==> src/rtl/count_sequencer_pkg.sv <==
// Shared state encodings and defaults for the count sequencer.
// Latency: n/a (types and constants only).
// Backpressure: n/a.
package count_sequencer_pkg;

    localparam int WIDTH_DEFAULT = 3;

    typedef enum logic [1:0] {
        ST_IDLE = 2'b00,
        ST_RUN  = 2'b01,
        ST_HOLD = 2'b10,
        ST_DONE = 2'b11
    } state_t;

endpackage

==> src/rtl/count_sequencer_tff_bit.sv <==
// Toggle flip-flop holding one bit of the sequencer count.
// Latency: Q flips on the rising edge after T is sampled high.
// Backpressure: none; T is honoured every cycle.
module tff_bit (
    input  logic clk,
    input  logic RSTN,
    input  logic T,
    output logic Q
);

    // Toggle on T, cleared asynchronously by reset.
    always_ff @(posedge clk or negedge RSTN) begin
        if (!RSTN) begin
            Q <= 1'b0;
        end else if (T) begin
            Q <= ~Q;
        end
    end

endmodule

==> src/rtl/count_sequencer.sv <==
// Start/stop/pause/step counter sequencer running from 0 up to a captured limit.
// Latency: count and state update one edge after inputs; status is decoded from registered state.
// Backpressure: none; start is only accepted in IDLE, stop > pause > step elsewhere.
module count_sequencer
    import count_sequencer_pkg::*;
#(
    parameter int WIDTH       = WIDTH_DEFAULT,
    parameter bit AUTO_RELOAD = 1'b0
) (
    input  logic             clk,
    input  logic             RSTN,
    input  logic             start,
    input  logic             stop,
    input  logic             pause,
    input  logic             step,
    input  logic [WIDTH-1:0] limit,
    output logic [WIDTH-1:0] count,
    output logic             busy,
    output logic             done,
    output logic [1:0]       state
);

    state_t             r_state;
    state_t             w_state_nxt;
    logic [WIDTH-1:0]   r_limit_q;
    logic [WIDTH-1:0]   w_count;
    logic [WIDTH-1:0]   w_count_plus1;
    logic [WIDTH-1:0]   w_toggle;
    logic               w_inc;
    logic               w_clr;
    logic               w_capture;

    assign w_count_plus1 = w_count + {{(WIDTH-1){1'b0}}, 1'b1};

    // State register; reset lands in IDLE without waiting for a clock.
    always_ff @(posedge clk or negedge RSTN) begin
        if (!RSTN) begin
            r_state <= ST_IDLE;
        end else begin
            r_state <= w_state_nxt;
        end
    end

    // Terminal count is frozen at start so later limit changes are ignored.
    always_ff @(posedge clk or negedge RSTN) begin
        if (!RSTN) begin
            r_limit_q <= '0;
        end else if (w_capture) begin
            r_limit_q <= limit;
        end
    end

    // Next state plus the count controls (increment / clear / capture).
    always_comb begin
        w_state_nxt = r_state;
        w_inc       = 1'b0;
        w_clr       = 1'b0;
        w_capture   = 1'b0;
        case (r_state)
            ST_IDLE: begin
                if (start) begin
                    w_capture   = 1'b1;
                    w_clr       = 1'b1;
                    w_state_nxt = (limit == '0) ? ST_DONE : ST_RUN;
                end
            end
            ST_RUN: begin
                if (stop) begin
                    w_state_nxt = ST_IDLE;
                end else if (pause) begin
                    w_state_nxt = ST_HOLD;
                end else begin
                    w_inc = 1'b1;
                    if (w_count_plus1 == r_limit_q) begin
                        w_state_nxt = ST_DONE;
                    end
                end
            end
            ST_HOLD: begin
                if (stop) begin
                    w_state_nxt = ST_IDLE;
                end else if (!pause) begin
                    w_state_nxt = ST_RUN;
                end else if (step) begin
                    w_inc = 1'b1;
                    if (w_count_plus1 == r_limit_q) begin
                        w_state_nxt = ST_DONE;
                    end
                end
            end
            ST_DONE: begin
                if (stop) begin
                    w_state_nxt = ST_IDLE;
                end else if (AUTO_RELOAD) begin
                    w_clr       = 1'b1;
                    w_state_nxt = ST_RUN;
                end else begin
                    w_state_nxt = ST_IDLE;
                end
            end
            default: begin
                w_state_nxt = ST_IDLE;
            end
        endcase
    end

    // Ripple-carry toggle enables; clearing toggles exactly the bits that are set.
    genvar gi;
    generate
        for (gi = 0; gi < WIDTH; gi++) begin : g_bit
            if (gi == 0) begin : g_lsb
                assign w_toggle[gi] = w_clr ? w_count[gi] : w_inc;
            end else begin : g_upper
                assign w_toggle[gi] = w_clr ? w_count[gi] : (w_inc & (&w_count[gi-1:0]));
            end

            tff_bit u_tff (
                .clk  (clk),
                .RSTN (RSTN),
                .T    (w_toggle[gi]),
                .Q    (w_count[gi])
            );
        end
    endgenerate

    assign count = w_count;
    assign state = r_state;
    assign busy  = (r_state == ST_RUN) || (r_state == ST_HOLD);
    assign done  = (r_state == ST_DONE);

endmodule

==> config.mk <==
export PLATFORM = sky130hd
export DESIGN_NAME = count_sequencer
export DESIGN_NICKNAME = d
export VERILOG_FILES = /design/src/rtl/count_sequencer_pkg.sv /design/src/rtl/count_sequencer_tff_bit.sv /design/src/rtl/count_sequencer.sv
export SDC_FILE = /design/constraint.sdc
export NUM_CORES = 1
export LEC_CHECK = 0
export CAP_MARGIN = 15
export CORE_UTILIZATION = 36
export DETAILED_ROUTE_END_ITERATION = 6
export GPL_TIMING_DRIVEN = 0
export SYNTH_ARGS = -nofsm -noshare
export SYNTH_HDL_FRONTEND = slang
export SYNTH_HIERARCHICAL = 1
export SYNTH_SLANG_ARGS = --single-unit
==> constraint.sdc <==
create_clock -name clk -period 1.9 [get_ports clk]
set_clock_uncertainty 0.15 [all_clocks]
set_input_delay 0.475 -clock clk [delete_from_list [all_inputs] [get_ports clk]]
set_output_delay 0.475 -clock clk [all_outputs]
set_load 0.01 [all_outputs]
==> impl_results.md <==
- Slew HR: 75.3%
- Hold Fails Final Rpt: 0
- DR iter-0 viols: 5
- Post-synth EDFFs: 0
- Register area: 201 um^2
- Post-Syn Area: 553 um^2
- DRT Pass-1 Iters: 4
- RR Endpoint: g_bit[0].u_tff/Q$_DFFE_PN0P_
- Worst Max-Slew Pin Slew: 0.371 ns
- Synth top area cells: dfrtp_1 (36%), ha_1 (14%), xor2_1 (6.3%)
- Status: finished clean
- Most numerous cell in the Yosys netlist: dfrtp_1
- Gr ovfl total: 0
- First-pass GRT wire length: 1.61 mm
- Die Wd: 41.2 um
- Area taken by multi-input logic gates: 374 um^2
- PortBufs: 15
- Initial Util: 40.5%
- Syn avg cell area: 11.3 um^2
- H-Tree Depth: 1
- Num CTS Buffers: 3
- R2r worst-path depth: 7
- Hold crit path type: input port to async pin
- Share of the synthesized area in the top cell type: 36.2%
- Final period util: 97.3%
- RSZ-0062 raised after global routing: true
- Final WL: 1.09 mm
- Die footprint: 1700 um^2
- Syn nets: 64
- Critical Path Source: state[0]$_DFFE_PN0P_
- Synth Register Bits: 8
- Post-DRT Antenna Nets: 0
- Asr flop ratio synth: 100%
- Yosys cell types: 25
- FF-to-FF Start: state[0]$_DFFE_PN0P_
- I/O pin cnt: 16
- Crit Path Max Fanout: 3
- Synth cell count leaders: dfrtp_1 (8), ha_1 (6), xor2_1 (4)
- Antenna violations before repair: 0
- Startpoint Class: flop
- Leakage: 0.386 nW
- Cell taking the most area after synthesis: dfrtp_1
- Total track usage: 15.3%
- Critical Path End: g_bit[0].u_tff/Q$_DFFE_PN0P_
- Overall power: 1.32 mW
- # DRC: 0
- Critical path class: flop to flop
- RePlAce Congestion: 0.669
- Peak VDD IR: 868 uV
- Max_cap viols: 0
- Vias in the first global route: 380
- R2r setup slk: 0.05 ns
- Clock Path Buffers: 2
- CORE AREA: 1370 um^2
- Die height: 41.2 um
- # fillers: 139
- Worst setup EP type: flop
- Clock sinks: 8
- CP required: 1.87 ns
- Wire per inst: 12.6 um
- Largest net degree at the start of global routing: 9
- CTS tree: yes
- Critical path arrival: 1.82 ns
- CTS clk-pin slew, worst paths: 0.05 ns
- Area Growth Syn to Fin: 47.1%
- Final-stage net count: 88
- Root Buffer: clkbuf_4
- Min Tclk post-route: 1.85 ns
- Main synth FF type: dfrtp_1
- Rows: 13
- YS warnings: 6
- Clock latency on the worst-skew pair: 0.24 ns
- Fmax: 0.541 GHz
- Final setup TNS: 0 ns
- Via count: 453
- Final setup vio count: 0
- Post-synthesis sequential area ratio: 36.2%
- Share of cells above drive strength 1: 31.0%
- Max Slew Vio Count: 0
- Power Density: 1630 nW/um^2
- Antenna Cells: 0
- Vias per cell: 5.27
- Mapped Cells: 49
- Dpl hpwl: 844 um
## routing by layer
layer	wire, um	GRT usage [%]
met1	543	20.1
met2	503	22.7
met3	41	3.26
met4	0	9.68
met5	0	0
## sequential cells by signal (all words and copies together), names as in the netlist
| name | count |
|---|---|
| g_bit.u_tff/Q | 3 |
| r_limit_q | 3 |
| state | 2 |
## per-stage QoR
stage	setup slack (ns)	utilization (%)	cell area (um^2)	instances	hold WS, ns
after floorplan	0.0596	-	553	49	0.0294
after global placement	-0.293	52.8	722	79	0.362
after detailed placement	-0.281	52.8	722	79	0.365
after CTS	-0.00669	55.7	761	84	0.356
after global routing	-0.0135	59.5	813	86	0.371
final	0.0513	59.5	813	86	0.350
## worst min-delay path by stage
| stage | slack [ns] | depth (start not counted) | to | start |
|---|---|---|---|---|
| after floorplan | 0.03 | 0 | g_bit[0].u_tff/Q$_DFFE_PN0P_ | RSTN |
| after global placement | 0.36 | 1 | r_limit_q[1]$_DFFE_PN0P_ | r_limit_q[1]$_DFFE_PN0P_ |
| after detailed placement | 0.36 | 1 | r_limit_q[1]$_DFFE_PN0P_ | r_limit_q[1]$_DFFE_PN0P_ |
| after CTS | 0.36 | 1 | r_limit_q[2]$_DFFE_PN0P_ | RSTN |
| after global routing | 0.37 | 1 | r_limit_q[2]$_DFFE_PN0P_ | RSTN |
| final | 0.35 | 1 | r_limit_q[2]$_DFFE_PN0P_ | RSTN |
## placed cells by master (no fill, tap or decap), drive strengths merged, types with 2 or more instances in the layout
master,Yosys,routed
a31oi,2,2
a32o,2,2
buf,0,4
clkbuf,0,4
clkdlybuf4s50,0,9
dfrtp,8,8
dlymetal6s2s,0,3
ha,6,6
inv,3,3
mux2,3,3
nand2,2,2
nor2,3,3
nor3,2,2
o21ai,2,2
xor2,4,4
## final cells by class
type / instances / area share, %
clock buffer: 3 / 2.77
multi-input combinational: 38 / 46.0
tap: 15 / 2.31
inverter: 3 / 1.38
sequential: 8 / 24.8
timing repair buffer: 19 / 22.8
## what timing repair did
item	4_1_cts	5_1_grt
endpoints found under the setup margin	6	8
pin swaps	1	3
hold endpoints to repair	0	0
resized for setup	8	12
buffers inserted	2	2
hold buffers	0	0
## worst max-delay path: stages (launching register included)
cell      delay (ns)
dfrtp_1         0.40
buf_6           0.13
ha_4            0.15
nor2b_4         0.12
a31oi_1         0.14
and4bb_1        0.25
a31o_2          0.24
xor2_2          0.15
## kinds of logic (layout without fill, tap and decap cells)
| logic type | count (synthesis) | in the layout | share of synthesized area (%) |
|---|---|---|---|
| and+or+nand+nor | 12 | 12 | 14.0 |
| xor gates and xnor gates | 6 | 6 | 12.2 |
| buffers and inverters | 3 | 25 | 2.04 |
| AOI/OAI and AO/OA | 11 | 11 | 15.8 |
| muxes | 3 | 3 | 6.11 |
| DFF | 8 | 8 | 36.2 |
| adders and majority gates | 6 | 6 | 13.6 |
## power by group
group | internal (mW) | leakage, nW | switching [mW]
Sequential | 0.262 | 0.0945 | 0.0879
Clock | 0.0717 | 0.0138 | 0.0493
Combinational | 0.480 | 0.277 | 0.372
Total | 0.814 | 0.386 | 0.509
(Power assumes the default switching activity.)
